==> src/rtl/calc_pkg.sv <==
// Shared types and constants for the keypad calculator controller.
package calc_pkg;

  localparam int OPERAND_W = 12;
  localparam int SUM_W     = 14;

  localparam logic [3:0] KEY_DIGIT_MAX = 4'h9;
  localparam logic [3:0] KEY_ADD       = 4'hA;
  localparam logic [3:0] KEY_EQUALS    = 4'hB;
  localparam logic [3:0] KEY_CLEAR     = 4'hC;

  localparam logic [OPERAND_W-1:0] OPERAND_MAX = '1;

  typedef enum logic [2:0] {
    ST_ENT_A,
    ST_ENT_B,
    ST_REQ,
    ST_SHOW,
    ST_ERR
  } calc_state_e;

  function automatic logic is_digit(input logic [3:0] code);
    return code <= KEY_DIGIT_MAX;
  endfunction

endpackage

==> src/rtl/module_calc_ctrl_if.sv <==
// Keypad, adder handshake and display signals of the calculator controller.
interface module_calc_ctrl_if;
  import calc_pkg::*;

  logic [3:0]           key_code;
  logic                 key_pulse;
  logic [OPERAND_W-1:0] op_a;
  logic [OPERAND_W-1:0] op_b;
  logic                 op_req;
  logic                 op_ack;
  logic [SUM_W-1:0]     sum_in;
  logic                 ovf_in;
  logic [OPERAND_W-1:0] disp_bin;
  logic                 err;
  logic                 busy;

  modport master (
    output key_code, key_pulse, op_ack, sum_in, ovf_in,
    input  op_a, op_b, op_req, disp_bin, err, busy
  );

  modport slave (
    input  key_code, key_pulse, op_ack, sum_in, ovf_in,
    output op_a, op_b, op_req, disp_bin, err, busy
  );

endinterface

==> src/rtl/module_digit_acc.sv <==
// Decimal operand accumulator: value*10+digit with a digit-count limit,
// plus clear and parallel-load controls.
module module_digit_acc
  import calc_pkg::*;
#(
  parameter int unsigned MAX_DIGITS = 3
) (
  input  logic                 clk,
  input  logic                 rst_n,
  input  logic                 clr,
  input  logic                 load,
  input  logic                 digit_en,
  input  logic [3:0]           digit,
  input  logic [OPERAND_W-1:0] load_val,
  output logic [OPERAND_W-1:0] value
);

  localparam int unsigned CNT_W = $clog2(MAX_DIGITS + 1);

  logic [OPERAND_W-1:0] val_q;
  logic [CNT_W-1:0]     cnt_q;
  logic [OPERAND_W-1:0] shifted;

  always_comb shifted = OPERAND_W'(val_q * OPERAND_W'(10)) + OPERAND_W'(digit);

  always_ff @(posedge clk or negedge rst_n) begin
    if (!rst_n) begin
      val_q <= '0;
      cnt_q <= '0;
    end else if (clr) begin
      // a digit coincident with clear starts a fresh one-digit operand
      val_q <= digit_en ? OPERAND_W'(digit) : '0;
      cnt_q <= digit_en ? CNT_W'(1) : '0;
    end else if (load) begin
      val_q <= load_val;
      cnt_q <= CNT_W'(MAX_DIGITS);
    end else if (digit_en && (cnt_q < CNT_W'(MAX_DIGITS))) begin
      val_q <= shifted;
      cnt_q <= cnt_q + CNT_W'(1);
    end
  end

  assign value = val_q;

endmodule

==> src/rtl/module_calc_ctrl.sv <==
// Keypad calculator controller: operand entry, adder handshake, result display.
// Optional ack timeout enabled by defining CALC_CTRL_TIMEOUT_EN.
module module_calc_ctrl
  import calc_pkg::*;
#(
  parameter int unsigned MAX_DIGITS  = 3,
  parameter int unsigned ACK_TIMEOUT = 255
) (
  input logic                clk,
  input logic                rst_n,
  module_calc_ctrl_if.slave  bus
);

  calc_state_e          state_q;
  logic                 op_req_q;
  logic                 busy_q;
  logic                 err_q;
  logic [OPERAND_W-1:0] result_q;
  logic [OPERAND_W-1:0] disp_q;
  logic [OPERAND_W-1:0] op_a;
  logic [OPERAND_W-1:0] op_b;

  logic k_digit, k_add, k_eq, k_clr;
  logic ack, clr_now, sum_bad;
  logic a_clr, a_load, a_dig, b_clr, b_dig;

`ifdef CALC_CTRL_TIMEOUT_EN
  localparam int unsigned TMO_W = $clog2(ACK_TIMEOUT + 1);
  logic [TMO_W-1:0] tmo_q;
`endif

  assign k_digit = bus.key_pulse && is_digit(bus.key_code);
  assign k_add   = bus.key_pulse && (bus.key_code == KEY_ADD);
  assign k_eq    = bus.key_pulse && (bus.key_code == KEY_EQUALS);
  assign k_clr   = bus.key_pulse && (bus.key_code == KEY_CLEAR);
  assign ack     = (state_q == ST_REQ) && bus.op_ack;
  // an ack in REQ swallows any coincident key, CLEAR included
  assign clr_now = k_clr && !ack;
  assign sum_bad = bus.ovf_in || (bus.sum_in > SUM_W'(OPERAND_MAX));

  always_comb begin
    a_clr  = 1'b0;
    a_load = 1'b0;
    a_dig  = 1'b0;
    b_clr  = 1'b0;
    b_dig  = 1'b0;
    if (clr_now) begin
      a_clr = 1'b1;
      b_clr = 1'b1;
    end else begin
      case (state_q)
        ST_ENT_A: begin
          a_dig = k_digit;
          b_clr = k_add;
        end
        ST_ENT_B: b_dig = k_digit;
        ST_SHOW: begin
          a_clr  = k_digit;
          a_dig  = k_digit;
          a_load = k_add;
          b_clr  = k_digit || k_add;
        end
        default: ;
      endcase
    end
  end

  module_digit_acc #(.MAX_DIGITS(MAX_DIGITS)) u_acc_a (
    .clk      (clk),
    .rst_n    (rst_n),
    .clr      (a_clr),
    .load     (a_load),
    .digit_en (a_dig),
    .digit    (bus.key_code),
    .load_val (result_q),
    .value    (op_a)
  );

  module_digit_acc #(.MAX_DIGITS(MAX_DIGITS)) u_acc_b (
    .clk      (clk),
    .rst_n    (rst_n),
    .clr      (b_clr),
    .load     (1'b0),
    .digit_en (b_dig),
    .digit    (bus.key_code),
    .load_val ('0),
    .value    (op_b)
  );

  always_ff @(posedge clk or negedge rst_n) begin
    if (!rst_n) begin
      state_q  <= ST_ENT_A;
      op_req_q <= 1'b0;
      busy_q   <= 1'b0;
      err_q    <= 1'b0;
      result_q <= '0;
      disp_q   <= '0;
`ifdef CALC_CTRL_TIMEOUT_EN
      tmo_q    <= '0;
`endif
    end else begin
      case (state_q)
        ST_ENT_A:         disp_q <= op_a;
        ST_ENT_B, ST_REQ: disp_q <= op_b;
        ST_SHOW:          disp_q <= result_q;
        default:          disp_q <= '0;
      endcase

      if (clr_now) begin
        state_q  <= ST_ENT_A;
        op_req_q <= 1'b0;
        busy_q   <= 1'b0;
        err_q    <= 1'b0;
        result_q <= '0;
      end else begin
        case (state_q)
          ST_ENT_A: if (k_add) state_q <= ST_ENT_B;
          ST_ENT_B: begin
            if (k_eq) begin
              state_q  <= ST_REQ;
              op_req_q <= 1'b1;
              busy_q   <= 1'b1;
`ifdef CALC_CTRL_TIMEOUT_EN
              tmo_q    <= '0;
`endif
            end
          end
          ST_REQ: begin
            if (ack) begin
              op_req_q <= 1'b0;
              busy_q   <= 1'b0;
              if (sum_bad) begin
                state_q <= ST_ERR;
                err_q   <= 1'b1;
                // blank the display together with err rather than a cycle later
                disp_q  <= '0;
              end else begin
                result_q <= bus.sum_in[OPERAND_W-1:0];
                state_q  <= ST_SHOW;
              end
            end
`ifdef CALC_CTRL_TIMEOUT_EN
            else if (tmo_q == TMO_W'(ACK_TIMEOUT - 1)) begin
              op_req_q <= 1'b0;
              busy_q   <= 1'b0;
              state_q  <= ST_ERR;
              err_q    <= 1'b1;
              disp_q   <= '0;
            end else begin
              tmo_q <= tmo_q + TMO_W'(1);
            end
`endif
          end
          ST_SHOW: begin
            if (k_digit)    state_q <= ST_ENT_A;
            else if (k_add) state_q <= ST_ENT_B;
          end
          ST_ERR: ;
          default: state_q <= ST_ENT_A;
        endcase
      end
    end
  end

  assign bus.op_a     = op_a;
  assign bus.op_b     = op_b;
  assign bus.op_req   = op_req_q;
  assign bus.disp_bin = disp_q;
  assign bus.err      = err_q;
  assign bus.busy     = busy_q;

endmodule

==> src/flat_wrapper.sv <==
// flat-port wrapper written by rule: the top's interface ports become plain ports
module module_calc_ctrl_flat import calc_pkg::*;
#(
  parameter int unsigned MAX_DIGITS  = 3,
  parameter int unsigned ACK_TIMEOUT = 255
)
  (clk, rst_n, bus_key_code, bus_key_pulse, bus_op_ack, bus_sum_in, bus_ovf_in, bus_op_a, bus_op_b, bus_op_req, bus_disp_bin, bus_err, bus_busy);
  module_calc_ctrl_if bus_i ();
  input logic clk;
  input logic rst_n;
  input wire logic [$bits(bus_i.key_code)-1:0] bus_key_code;
  input wire logic [$bits(bus_i.key_pulse)-1:0] bus_key_pulse;
  input wire logic [$bits(bus_i.op_ack)-1:0] bus_op_ack;
  input wire logic [$bits(bus_i.sum_in)-1:0] bus_sum_in;
  input wire logic [$bits(bus_i.ovf_in)-1:0] bus_ovf_in;
  output wire logic [$bits(bus_i.op_a)-1:0] bus_op_a;
  output wire logic [$bits(bus_i.op_b)-1:0] bus_op_b;
  output wire logic [$bits(bus_i.op_req)-1:0] bus_op_req;
  output wire logic [$bits(bus_i.disp_bin)-1:0] bus_disp_bin;
  output wire logic [$bits(bus_i.err)-1:0] bus_err;
  output wire logic [$bits(bus_i.busy)-1:0] bus_busy;
  assign bus_i.key_code = bus_key_code;
  assign bus_i.key_pulse = bus_key_pulse;
  assign bus_i.op_ack = bus_op_ack;
  assign bus_i.sum_in = bus_sum_in;
  assign bus_i.ovf_in = bus_ovf_in;
  assign bus_op_a = bus_i.op_a;
  assign bus_op_b = bus_i.op_b;
  assign bus_op_req = bus_i.op_req;
  assign bus_disp_bin = bus_i.disp_bin;
  assign bus_err = bus_i.err;
  assign bus_busy = bus_i.busy;
  module_calc_ctrl #(.MAX_DIGITS(MAX_DIGITS), .ACK_TIMEOUT(ACK_TIMEOUT)) u_core (.clk(clk), .rst_n(rst_n), .bus(bus_i));
endmodule
==> config.mk <==
export PLATFORM = sky130hd
export DESIGN_NAME = module_calc_ctrl_flat
export DESIGN_NICKNAME = d
export VERILOG_FILES = /design/src/rtl/calc_pkg.sv /design/src/rtl/module_calc_ctrl_if.sv /design/src/rtl/module_digit_acc.sv /design/src/rtl/module_calc_ctrl.sv /design/src/flat_wrapper.sv
export SDC_FILE = /design/constraint.sdc
export NUM_CORES = 1
export LEC_CHECK = 0
export BUFFER_PORTS_ARGS = -buffer_cell sky130_fd_sc_hd__buf_2
export CAP_MARGIN = 0
export CORE_MARGIN = 3
export CORE_UTILIZATION = 46
export DETAILED_ROUTE_END_ITERATION = 8
export GPL_TIMING_DRIVEN = 0
export PLACE_DENSITY = 0.69
export SKIP_LAST_GASP = 1
export SLEW_MARGIN = 25
export SYNTH_ARGS = -nofsm -noshare
export SYNTH_HDL_FRONTEND = slang
export SYNTH_SLANG_ARGS = --single-unit
==> constraint.sdc <==
create_clock -name clk -period 3.3 [get_ports clk]
set_input_delay 0.66 -clock clk [delete_from_list [all_inputs] [get_ports clk]]
set_output_delay 0.66 -clock clk [all_outputs]
set_load 0.02 [all_outputs]
==> flow_summary.yaml <==
setup_path:
  critPathSlowestCell: "dfrtp_1"
  reg2reg_to: "u_core.u_acc_b.value[11]"
  cp.arrival_ns: 3.16
  critPathBufInv: 0
  crit_chain: "ha_1 -> ha_1 -> fa_1 -> a21o_1 -> a311o_1 -> a21oi_1 -> xnor2_1 -> nand3b_1 -> xnor2_1 -> a22o_1"
  criticalPathCategory: "reg -> reg"
  timing.rr.start: "u_core.u_acc_b.value[3]"
  crit_family: "adder cells"
  crit_path_end_kind: "register"
  ff2ff_path_depth: 10
  startpoint_type: "register"
  cp_max_fo: 6
  required_ns: 3.53
  regToRegSetupSlack_ns: 0.37
  cpPeakStageDelay_ns: 0.47
logic_synthesis:
  ys_ff_latch: 57
  ys.flop_type: "dfrtp_1"
  synthCells: 397
  synthAdderAreaFrac: 0.139
  synth_nets: 462
  synth-compound-area-share: 0.206
  yosysSeqAreaShare: 0.357
  ys_warn_count: 0
  syn_area_um2: 3990
  muxShareOfSynthArea: 0.0474
  avgSynthCellArea_um2: 10.1
  synth-xor-area-share: 0.0746
  async_reset_ff_frac: 1.00
  yosys.area_share.simple: 0.144
  synth_top_family_by_area: "compound AO/OA/AOI/OAI gates"
  synth_cell_types: 57
  synth_edf_count: 0
sta:
  max_freq_mhz: 341
  finalCriticalPeriod_ns: 2.93
  clock_skew_ns: 0.00959
  final-hold-violation-count: 0
  fin_crit_sh: 0.888
  finalSetupViolCount: 0
  tns_ns: 0
  setup_ws_ns: 0.370
  worst_hold_slack_ns: 0.359
  max_slew.worst_pin.slew_ns: 0.797
  rsz0062_at_grt: "false"
  finalMaxSlewViolations: 0
  slew_headroom: 0.467
routing:
  antenna_left: 0
  vias_per_cell: 5.80
  drt_wl_total_um: 10200
  vias: 3360
  avgRoutedWirePerCell_um: 17.6
  drtIter0Drc: 192
  drc: 0
  drt-pass1-iter-count: 4
layout:
  nNetsFinal: 534
  layout_commonest_cell: "buf_2"
  syn2layout_area_growth_pct: 16.8
  final_cell_mix: "62 x buf_2, 57 x dfrtp_1, 38 x ha_1, 32 x nor2_1, 23 x a21oi_1"
  post-route-cell-area_um2: 4660
  layout-drive-gt1-share: 0.213
  antenna_cells: 0
clock_tree:
  cts_resized: 0
  cts.clk_slew.worst_paths_ns: 0.07
  cts_buffers: 9
  cts_root_buf: "clkbuf_8"
  cts_tree: "built"
  cts-hold-fix-buffers: 0
  clkSinkCount: 57
  cts_setup_buffers: 0
  clk_latency_ns: 0.35
  htree_levels: 3
  clockBufferDepth: 2
status:
  status: "finished clean"
placed_design:
  post-dp-hpwl_um: 7850
  port-buffer-count: 61
  post-place-ws_ns: 0.396
  gp_congestion: 0.934
  place_area_um2: 4430
global_routing:
  grt_pass1_wl_um: 16700
  top_usage_layer: "met2"
  use_met1: 0.290
  grt_usage: 0.215
  first_global_vias: 3317
  grt_max_degree: 58
  use_met3: 0.0400
  grt_overflow_total: 0
  antenna_found_initial: 0
  gr-usage-met2: 0.349
floorplanning:
  ios: 62
  die_w_um: 99.1
  dieArea_um2: 9830
  die_h_um: 99.1
  rows: 33
  coreArea_um2: 8300
  initial_core_util: 0.481
worst_hold_path:
  holdCritPathClass: "in -> async"
power:
  power.density_nw_per_um2: 1030
  ir_worst_vdd_mv: 0.347
  p_total_uw: 4800
  leakagePower_uw: 0.00223
job:
  maxCapViolations: 0
## sequential cells by signal, indices dropped and copies added (netlist names)
signal                cells
u_core.u_acc_b.value     12
u_core.result_q          12
u_core.bus.op_req         1
u_core.u_acc_a.value     12
u_core.u_acc_b.cnt_q      2
u_core.u_acc_a.cnt_q      2
u_core.bus.err            1
u_core.bus.disp_bin      12
u_core.state_q            3
## synth_stat cells (all sizes together) (7+ instances only)
master,count,area share
xnor2,21,0.046
mux2i,11,0.028
buf,8,0.015
ha,38,0.12
dfrtp,57,0.36
a211oi,22,0.041
clkbuf,10,0.0094
o21ai,20,0.025
nand2,22,0.021
nor2,35,0.035
a21oi,23,0.029
xor2,13,0.029
inv,7,0.0066
a22oi,9,0.017
mux2,7,0.020
a22o,21,0.046
nor2b,10,0.018
## where the power goes
part	internal (µW)	switching, µW
registers	960	285
clock network	466	290
logic	1210	1580
## area by class of cell
cell class | instances | area (µm²)
Clock inverter | 4 | 75.1
Clock buffer | 12 | 155
Buffer | 18 | 96.3
Sequential cell | 57 | 1430
Tap cell | 105 | 131
Inverter | 7 | 26.3
Multi-Input combinational cell | 315 | 2440
Fill cell | 771 | 3640
Timing Repair Buffer | 61 | 308
## per-stage QoR
stage	instances	utilization
2_1_floorplan	397	-
3_3_place_gp	563	0.533
3_5_place_dp	563	0.534
4_1_cts	579	0.561
5_1_grt	579	0.561
6_report	579	0.561
## routing by layer
layer | wire length (µm) | vias to the layer above
li1 | - | 1627
met1 | 4680 | 1625
met2 | 4820 | 94
met3 | 542 | 14
met4 | 165 | 0
met5 | 0 | -
## kinds of logic (layout without fill, tap and decap cells)
group	count (synthesis)	count (layout)
mux	18	18
buf+inv	25	102
xor+xnor	34	34
flops	57	57
simple gates	105	105
compound gates	116	116
fa+ha+maj	42	42
## worst max-delay path by stage
stage	from	endpoint	slack [ns]	cells past startpoint
2_1_floorplan	u_core.u_acc_b.value[1]	u_core.u_acc_b.value[11]	0.48	10
3_3_place_gp	u_core.u_acc_b.value[1]	u_core.u_acc_b.value[11]	0.41	10
3_5_place_dp	u_core.u_acc_b.value[3]	u_core.u_acc_b.value[11]	0.40	10
4_1_cts	u_core.u_acc_b.value[3]	u_core.u_acc_b.value[11]	0.36	10
5_1_grt	u_core.u_acc_a.value[3]	u_core.u_acc_a.value[11]	0.19	10
6_report	u_core.u_acc_b.value[3]	u_core.u_acc_b.value[11]	0.37	10
No activity file was read; power rests on OpenSTA's default activity.
